===== config.mk =====
export PLATFORM = sky130hd
export DESIGN_NAME = execute_stage
export DESIGN_NICKNAME = d
export VERILOG_FILES = /design/src/rtl/execute_stage.sv
export SDC_FILE = /design/constraint.sdc
export NUM_CORES = 1
export LEC_CHECK = 0
export ABC_CLOCK_PERIOD_IN_PS = 7000
export CORE_MARGIN = 4
export CORE_UTILIZATION = 50
export CTS_CLUSTER_DIAMETER = 40
export DETAILED_ROUTE_END_ITERATION = 10
export PLACE_DENSITY = 0.81
export SKIP_CTS_REPAIR_TIMING = 1
export SLEW_MARGIN = 20
export SYNTH_ARGS = -nofsm -noshare
export SYNTH_HDL_FRONTEND = slang
export SYNTH_SLANG_ARGS = --single-unit
export TNS_END_PERCENT = 20

===== constraint.sdc =====
create_clock -name clk -period 7 [get_ports clk]
set_clock_uncertainty 0.15 [all_clocks]
set_input_delay 1.05 -clock clk [delete_from_list [all_inputs] [get_ports clk]]
set_output_delay 1.05 -clock clk [all_outputs]
set_load 0.02 [all_outputs]

===== src/rtl/execute_stage.sv =====
// Execute stage: operand forwarding, ALU, load-use interlock, branch/jump resolution
// and the EX/MEM pipeline register with a valid/ready handshake toward memory.
package execute_stage_pkg;
    typedef enum logic [3:0] {
        ALU_ADD  = 4'd0,
        ALU_SUB  = 4'd1,
        ALU_AND  = 4'd2,
        ALU_OR   = 4'd3,
        ALU_XOR  = 4'd4,
        ALU_SLL  = 4'd5,
        ALU_SRL  = 4'd6,
        ALU_SRA  = 4'd7,
        ALU_EQ   = 4'd8,
        ALU_NE   = 4'd9,
        ALU_LT   = 4'd10,
        ALU_GE   = 4'd11,
        ALU_LTU  = 4'd12,
        ALU_GEU  = 4'd13,
        ALU_PC4  = 4'd14,
        ALU_PASS = 4'd15
    } alu_operation_t;
endpackage

module execute_stage
    import execute_stage_pkg::*;
#(
    parameter bit FWD_EN = 1'b1
) (
    input  logic           clk,
    input  logic           rst_n,
    input  logic           id_valid,
    output logic           id_ready,
    input  logic [31:0]    id_pc,
    input  logic [31:0]    id_rs1_val,
    input  logic [31:0]    id_rs2_val,
    input  logic [31:0]    id_imm,
    input  logic [4:0]     id_rs1,
    input  logic [4:0]     id_rs2,
    input  logic [4:0]     id_rd,
    input  alu_operation_t id_op,
    input  logic           id_lhs_pc,
    input  logic           id_rhs_imm,
    input  logic           id_is_branch,
    input  logic           id_is_jal,
    input  logic           id_is_jalr,
    input  logic           id_mem_read,
    input  logic           id_mem_write,
    input  logic           id_reg_write,
    input  logic           wb_fwd_valid,
    input  logic [4:0]     wb_fwd_rd,
    input  logic [31:0]    wb_fwd_data,
    output logic           ex_valid,
    input  logic           ex_ready,
    output logic [31:0]    ex_result,
    output logic [31:0]    ex_store_data,
    output logic [4:0]     ex_rd,
    output logic           ex_reg_write,
    output logic           ex_mem_read,
    output logic           ex_mem_write,
    output logic           redirect_valid,
    output logic [31:0]    redirect_pc
);

    logic        ex_valid_r;
    logic [31:0] ex_result_r;
    logic [31:0] ex_store_data_r;
    logic [4:0]  ex_rd_r;
    logic        ex_reg_write_r;
    logic        ex_mem_read_r;
    logic        ex_mem_write_r;
    logic        redirect_valid_r;
    logic [31:0] redirect_pc_r;

    logic [31:0] fwd_rs1_s;
    logic [31:0] fwd_rs2_s;
    logic [31:0] alu_lhs_s;
    logic [31:0] alu_rhs_s;
    logic [31:0] alu_result_s;
    logic [31:0] target_s;
    logic        ex_fwd_ok_s;
    logic        wb_fwd_ok_s;
    logic        load_use_s;
    logic        advance_s;
    logic        accept_s;
    logic        taken_s;

    function automatic logic [31:0] alu_f(input alu_operation_t op,
                                          input logic [31:0] a,
                                          input logic [31:0] b);
        logic [31:0] r;
        case (op)
            ALU_ADD:  r = a + b;
            ALU_SUB:  r = a - b;
            ALU_AND:  r = a & b;
            ALU_OR:   r = a | b;
            ALU_XOR:  r = a ^ b;
            ALU_SLL:  r = a << b[4:0];
            ALU_SRL:  r = a >> b[4:0];
            ALU_SRA:  r = $unsigned($signed(a) >>> b[4:0]);
            ALU_EQ:   r = {31'd0, a == b};
            ALU_NE:   r = {31'd0, a != b};
            ALU_LT:   r = {31'd0, $signed(a) < $signed(b)};
            ALU_GE:   r = {31'd0, $signed(a) >= $signed(b)};
            ALU_LTU:  r = {31'd0, a < b};
            ALU_GEU:  r = {31'd0, a >= b};
            ALU_PC4:  r = a + 32'd4;
            ALU_PASS: r = b;
            default:  r = 32'd0;
        endcase
        return r;
    endfunction

    // A load in EX/MEM has no data yet, so it never feeds the bypass; it stalls instead.
    assign ex_fwd_ok_s = FWD_EN && ex_valid_r && ex_reg_write_r && !ex_mem_read_r;
    assign wb_fwd_ok_s = FWD_EN && wb_fwd_valid;

    // Operand bypass: EX/MEM beats WB, x0 is never bypassed.
    always_comb begin
        fwd_rs1_s = id_rs1_val;
        fwd_rs2_s = id_rs2_val;
        if (id_rs1 != 5'd0 && ex_fwd_ok_s && ex_rd_r == id_rs1) begin
            fwd_rs1_s = ex_result_r;
        end else if (id_rs1 != 5'd0 && wb_fwd_ok_s && wb_fwd_rd == id_rs1) begin
            fwd_rs1_s = wb_fwd_data;
        end else begin
            fwd_rs1_s = id_rs1_val;
        end
        if (id_rs2 != 5'd0 && ex_fwd_ok_s && ex_rd_r == id_rs2) begin
            fwd_rs2_s = ex_result_r;
        end else if (id_rs2 != 5'd0 && wb_fwd_ok_s && wb_fwd_rd == id_rs2) begin
            fwd_rs2_s = wb_fwd_data;
        end else begin
            fwd_rs2_s = id_rs2_val;
        end
    end

    assign alu_lhs_s    = id_lhs_pc  ? id_pc  : fwd_rs1_s;
    assign alu_rhs_s    = id_rhs_imm ? id_imm : fwd_rs2_s;
    assign alu_result_s = alu_f(id_op, alu_lhs_s, alu_rhs_s);

    assign load_use_s = ex_valid_r && ex_mem_read_r && (ex_rd_r != 5'd0) &&
                        ((ex_rd_r == id_rs1) || (ex_rd_r == id_rs2));
    assign advance_s  = !ex_valid_r || ex_ready;
    // During the redirect cycle the ID slot holds a wrong-path instruction: swallow it.
    assign id_ready   = redirect_valid_r || (advance_s && !load_use_s);
    assign accept_s   = id_valid && id_ready && !redirect_valid_r;
    assign taken_s    = (id_is_branch && alu_result_s[0]) || id_is_jal || id_is_jalr;
    assign target_s   = id_is_jalr ? ((fwd_rs1_s + id_imm) & 32'hFFFF_FFFE)
                                   : (id_pc + id_imm);

    // EX/MEM register and one-shot redirect.
    always_ff @(posedge clk or negedge rst_n) begin
        if (!rst_n) begin
            ex_valid_r       <= 1'b0;
            ex_result_r      <= 32'd0;
            ex_store_data_r  <= 32'd0;
            ex_rd_r          <= 5'd0;
            ex_reg_write_r   <= 1'b0;
            ex_mem_read_r    <= 1'b0;
            ex_mem_write_r   <= 1'b0;
            redirect_valid_r <= 1'b0;
            redirect_pc_r    <= 32'd0;
        end else if (accept_s) begin
            ex_valid_r       <= 1'b1;
            ex_result_r      <= alu_result_s;
            ex_store_data_r  <= fwd_rs2_s;
            ex_rd_r          <= id_rd;
            ex_reg_write_r   <= id_reg_write && !id_is_branch;
            ex_mem_read_r    <= id_mem_read;
            ex_mem_write_r   <= id_mem_write;
            redirect_valid_r <= taken_s;
            redirect_pc_r    <= taken_s ? target_s : redirect_pc_r;
        end else begin
            ex_valid_r       <= ex_valid_r && !ex_ready;
            redirect_valid_r <= 1'b0;
        end
    end

    assign ex_valid       = ex_valid_r;
    assign ex_result      = ex_result_r;
    assign ex_store_data  = ex_store_data_r;
    assign ex_rd          = ex_rd_r;
    assign ex_reg_write   = ex_reg_write_r;
    assign ex_mem_read    = ex_mem_read_r;
    assign ex_mem_write   = ex_mem_write_r;
    assign redirect_valid = redirect_valid_r;
    assign redirect_pc    = redirect_pc_r;

endmodule


After elaboration in Yosys (flattened, before gate mapping)

Cells that the tools add are included.

Mux-type cells: 10
Reductions and logical operators: 35
$lt $le $gt $ge: 4
Eq/ne operators: 21
$add $sub $neg: 5
Shift-type cells: 3
Bitwise gates (word level): 3

Operators with widths:

| kind                                                             | number |
|---|---|
| 32-bit one-hot mux with 16 select lines                          | 1 |
| 32-bit two-way mux                                               | 7 |
| 32-bit adder                                                     | 3 |
| 32-bit greater-or-equal comparator                               | 2 |
| 32-bit < comparator                                              | 2 |
| 32-bit by 3-bit adder with 32-bit output (second input constant) | 1 |
| 32-bit AND                                                       | 1 |
| 32-bit == test                                                   | 1 |
| 4-bit == test (second input constant)                            | 8 |
| 32-bit != test                                                   | 1 |
| 32-bit OR                                                        | 1 |
| 32-bit by 5-bit << shifter with 32-bit output                    | 1 |
| 32-bit by 5-bit right shift with 32-bit output                   | 1 |
| 32-bit by 5-bit >>> shifter with 32-bit output                   | 1 |
| 32-bit subtractor                                                | 1 |
| 32-bit bitwise XOR                                               | 1 |
| 5-bit == test                                                    | 4 |
| 1-bit logical AND                                                | 19 |
| 4-bit by 3-bit == test with 1-bit output (second input constant) | 4 |
| 5-bit nonzero test                                               | 3 |
| 4-bit by 2-bit == test with 1-bit output (second input constant) | 2 |
| 1-bit zero test                                                  | 6 |
| 1-bit logical OR                                                 | 5 |
| 4-bit by 1-bit == test with 1-bit output (second input constant) | 1 |
| other kinds (3)                                                  | 4 |

Register bits after elaboration: 106
Input port bits: 197
Logic and storage cells: 90

Logic depth before layout (Yosys ltp)

Depth in word-level cells: 12
Depth in mapped cells: 24

Worst setup path after synthesis

No wires, ideal clock.

Path kind: input -> register
From: input port wb_fwd_rd[1]
To: register redirect_pc_r[24] (netlist: redirect_pc[24])
Stages on the path: 23
Library setup time: 0.127 ns
Arrival: 6.430 ns
Buffers on the path: 3
Setup slack: 0.293 ns
Cells stage by stage: xnor2_1 > nand4_1 > nor2_1 > clkbuf_1 > mux2i_1 > o21ai_0 > mux2_2 > inv_1 > ha_1 > clkbuf_1 > nand4_1 > or4_1 > or3_1 > nor4_1 > xnor2_1 > nor4b_1 > nor3_1 > o31a_1 > o211ai_1 > o31ai_2 > o21ai_2 > buf_6 > mux2_1

Cells in the longest elaborated chain, start to end: 11
Elaborated cells on any way between the ends: 32
Classes of those cells: add/sub (4); order compare (4); eq/ne (4); shift (3); mux (8); bitwise (3); reduce/logical (6)

RTL lines:

| what                                                             | line     | text |
|---|---|---|
| start, declared                                                  | 50       | `input logic [4:0] wb_fwd_rd,` |
| 5-bit == test (on tied branches)                                 | 123, 130 |  |
| 1-bit logical AND (on tied branches)                             | 123, 130 |  |
| 32-bit two-way mux (on tied branches)                            | 123, 130 |  |
| 32-bit two-way mux (on tied branches)                            | 121, 128 |  |
| 32-bit two-way mux (on tied branches)                            | 137, 138 |  |
| 32-bit by 3-bit adder with 32-bit output (tied with other cells) | 106      | `ALU_PC4: r = a + 32'd4;` |
| 32-bit one-hot mux with 16 select lines                          | 91       | `case (op)` |
| 1-bit logical AND                                                | 147      | `assign taken_s = (id_is_branch && alu_result_s[0]) \|\| id_is_jal \|\| id_is_jalr;` |
| 1-bit logical OR (2 in a row)                                    | 147      |  |
| 2-bit AND reduction (no line)                                    | --       |  |
| end signal, assigned                                             | 172      | `redirect_pc_r <= taken_s ? target_s : redirect_pc_r;` |
| end, declared                                                    | 72       | `logic [31:0] redirect_pc_r;` |

Several ways; a longest one is shown, not always the timed one.
A chain may end at the register's enable or synchronous reset.

Worst setup path after layout

From: input port id_rs1[2]
To: register redirect_pc_r[3] (netlist: redirect_pc[3])

Cells in the longest elaborated chain, start to end: 12
Elaborated cells on any way between the ends: 39
Classes of those cells: add/sub (4); order compare (4); eq/ne (4); shift (3); mux (5); bitwise (3); reduce/logical (16)

RTL lines:

| what                                                             | line     | text |
|---|---|---|
| start, declared                                                  | 37       | `input logic [4:0] id_rs1,` |
| 5-bit nonzero test                                               | 121, 123 |  |
| 1-bit logical AND (2 in a row)                                   | 123      | `end else if (id_rs1 != 5'd0 && wb_fwd_ok_s && wb_fwd_rd == id_rs1) begin` |
| 32-bit two-way mux                                               | 123      |  |
| 32-bit two-way mux                                               | 121      | `if (id_rs1 != 5'd0 && ex_fwd_ok_s && ex_rd_r == id_rs1) begin` |
| 32-bit two-way mux                                               | 137      | `assign alu_lhs_s = id_lhs_pc ? id_pc : fwd_rs1_s;` |
| 32-bit by 3-bit adder with 32-bit output (tied with other cells) | 106      |  |
| 32-bit one-hot mux with 16 select lines                          | 91       |  |
| 1-bit logical AND                                                | 147      |  |
| 1-bit logical OR (2 in a row)                                    | 147      |  |
| 2-bit AND reduction (no line)                                    | --       |  |

Several ways; a longest one is shown, not always the timed one.

==> impl_results.md <==
- Status: completed
- Worst Hold Class: register to register
- YS warnings: 0
- Io pins: 304
- Number of port buffers: 303
- Fin crit period: 6.833 ns
- Syn Nets: 2982
- ANT cells: 0
- Detailed-route wire length: 95480 um
- Path depth of the worst reg2reg path: 21
- Nets: 3329
- WS Path Type: input port to register
- WL/cell: 27.41 um
- GP Congestion: 1.095
- Most used DFF post-synth: dfrtp_1
- Layout cell share with drive strength beyond 1: 0.1140
- Routed Antenna Nets: 0
- WL met1: 36950 um
- Clock power share: 0.124
- Worst R2R End: ex_result[30]
- Die ar.: 41940 um2
- Crit. Startpoint: id_rs1[2]
- Worst path required time: 7.10 ns
- PD cells: 199.4 nW/um2
- Routed length on met3: 13500 um
- NetSw: 2.372 mW
- Syn Inst Count: 2622
- Slew margin rel.: 0.2191
- Int Pwr: 2.491 mW
- DR vias/cell: 6.761
- Share of total power in combinational logic: 0.646
- Startpoint types: input port
- Seq/Total Area, Yosys: 0.1370
- Fmax: 146.4 MHz
- Grt ovf: 0
- Initial core utilization: 0.5105
- WHS: 0.3310 ns
- Final TNS setup: 0 ns
- Clock root cell: clkbuf_16
- Dpl hpwl: 76080 um
- Total power: 4.863 mW
- CTS max path bufs: 2
- Synthesized flop and latch total: 106
- CP arrival: 6.93 ns
- Rows: 71
- Number of synthesized flops with an enable pin: 0
- Clk pin slew, worst setup/hold paths: 0.08 ns
- Vias in the first global route: 22540
- Fin. max-slew vios: 0
- Pin count of the biggest net entering global routing: 61
- Die height: 204.8 um
- 1st-iter DRT viols: 3714
- Gr usage total: 0.4334
- Reg2reg start: ex_mem_read
- TritonCTS buffer count: 9
- Core box area: 37930 um2
- Highest routing layer actually used: met4
- Final Hold Fails: 0
- Sink Count: 106
- Vias: 23550
- First-pass GRT wire length: 140300 um
- CP Capture Type: register
- Fillers: 3316
- FF-to-FF setup slack: 1.02 ns
- Worst Setup EP: redirect_pc[3]
- Area grow syn2layout: 25.91%
- Clock Latency Late Sink: 0.38 ns
- Post-route DRC violation count: 0
- Met2 Wirelength: 40320 um
- Post-synthesis cell type count: 102
- Max cap viols: 0
- Maximum VDD drop: 0.1091 mV
- Avg Cell Area, Syn: 7.386 um2
- TritonCTS clock tree: built
- Synth async-reset ratio: 1.000
- Worst-margin pin slew: 1.142 ns
- Initial antenna violation count: 0
- Synthesized area: 19360 um2
- Endpoints failing setup: 0
- Power share of the sequential group: 0.230
- Sw Ratio: 0.4878
- Htree depth: 3
- Critical path fanouts, max: 12
- DIE WIDTH: 204.8 um
- Leak: 10.48 nW
- Post-route clock period utilization: 0.9761
- Drt first pass iters: 6
-- power by group through the flow --
| stage | sequential, mW | combinational (mW) | clock (mW) |
|---|---|---|---|
| 5_1_grt | 1.14 | 3.32 | 0.622 |
| 3_5_place_dp | 1.11 | 3.04 | 0 |
| 2_1_floorplan | 1.28 | 1.45 | 0 |
| 4_1_cts | 1.10 | 3.05 | 0.600 |
| 6_report | 1.12 | 3.14 | 0.602 |
| 3_3_place_gp | 1.10 | 2.99 | 0 |
-- flip-flops by register name (all words and copies together), names as in the netlist --
register / flops
ex_valid: 1
ex_rd: 5
ex_mem_write: 1
ex_mem_read: 1
redirect_valid: 1
redirect_pc: 32
ex_store_data: 32
ex_reg_write: 1
ex_result: 32
-- worst max-delay path: stages --
cell	delay [ns]
clkdlybuf4s50_1	0.49
or4_4	0.60
o211ai_4	0.23
buf_4	0.17
nor2_8	0.04
buf_12	0.16
buf_12	0.14
mux2i_1	0.15
a221oi_2	0.24
buf_4	0.23
ha_1	0.27
nor2_1	0.22
nand3b_1	0.24
or4_1	0.64
nor4_4	0.19
xnor2_1	0.21
nor4b_1	0.09
nor3_1	0.22
o31a_1	0.16
o211ai_1	0.09
o31ai_2	0.24
buf_4	0.20
o21ai_4	0.07
buf_4	0.21
mux2_1	0.34
-- how the worst min path moves through the flow --
stage,end,depth (start not counted),from,slack [ns]
after floorplan,ex_mem_write,2,ex_mem_write,0.44
after global placement,ex_store_data[0],2,ex_store_data[0],0.31
after detailed placement,ex_store_data[0],2,ex_store_data[0],0.31
after CTS,ex_store_data[0],2,ex_store_data[0],0.33
after global routing,ex_store_data[23],2,ex_store_data[23],0.34
final,ex_store_data[13],2,ex_store_data[13],0.33
-- routing by layer --
| metal | vias to the layer above | track usage |
|---|---|---|
| li1 | 10310 | - |
| met1 | 11090 | 0.5862 |
| met2 | 1844 | 0.6649 |
| met3 | 311 | 0.1108 |
| met4 | 0 | 0.1677 |
| met5 | - | 0 |
-- stage by stage --
step	cell area, um2	worst slack (ns)	utilization	cells
6_report	24380	0.1674	0.6428	3484
4_1_cts	24150	0.1550	0.6367	3466
3_3_place_gp	23830	-0.04808	0.6281	3451
5_1_grt	24380	-0.01762	0.6428	3484
3_5_place_dp	23830	-0.1963	0.6281	3451
2_1_floorplan	19360	0.2927	-	2622
-- cell usage in the layout (no fill, tap or decap), drive strengths merged, types with 35 or more instances in the layout --
master           n
a21o            41
a21oi          183
a31oi           39
buf            215
clkdlybuf4s50  299
dfrtp          106
ha             159
inv            150
mux2            50
mux2i          237
nand2          345
nand3           69
nor2           168
nor3            74
o211ai          35
o21ai          180
o22ai           50
xnor2           98
-- cells by family (layout without fill, tap and decap cells) --
| kind of cell | count (synthesis) | count (layout) | share of synthesized area |
|---|---|---|---|
| XOR/XNOR | 123 | 123 | 0.05602 |
| flip-flops | 106 | 106 | 0.1370 |
| multiplexers | 292 | 292 | 0.1586 |
| AO/OA/AOI/OAI | 790 | 790 | 0.2718 |
| adder cells (fa/ha/maj) | 164 | 164 | 0.1074 |
| AND/OR/NAND/NOR | 819 | 820 | 0.1999 |
| buffers and inverters | 328 | 678 | 0.06926 |
-- cells in the mapped netlist, types with 12 or more instances --
master,n,area share
and3_1,19,0.0061
a21o_1,41,0.016
nand2b_1,19,0.0061
buf_1,22,0.0043
o22ai_1,50,0.016
or3_1,23,0.0074
xor2_1,25,0.011
nor3_1,71,0.018
nor2_1,162,0.031
nor2b_1,15,0.0048
o211ai_1,33,0.013
mux2_2,23,0.013
ha_1,159,0.10
o21bai_1,20,0.0078
nor4_1,19,0.0061
o21a_1,14,0.0054
xnor2_1,97,0.044
a31oi_1,39,0.013
a221o_1,27,0.014
nand3_1,67,0.017
nand4_1,13,0.0042
mux2_1,27,0.016
a21oi_1,183,0.047
mux2i_1,233,0.12
o221ai_1,19,0.0086
inv_1,141,0.027
a211oi_1,29,0.011
a221oi_1,20,0.0090
clkbuf_1,114,0.022
nand2_1,345,0.067
a22oi_1,12,0.0047
dfrtp_1,106,0.14
o21ai_0,176,0.045
buf_2,32,0.0083
-- layout make-up --
cell class | count | area (um2) | area share
timing repair buffer | 514 | 4687 | 0.1922
clock buffer | 10 | 239.0 | 0.009801
sequential | 106 | 2653 | 0.1088
tap | 511 | 639.4 | 0.02622
inverter | 149 | 561.8 | 0.02304
clock inverter | 5 | 85.08 | 0.003490
multi-input combinational | 2189 | 15520 | 0.6364
Power figures use the tool's default switching activity.
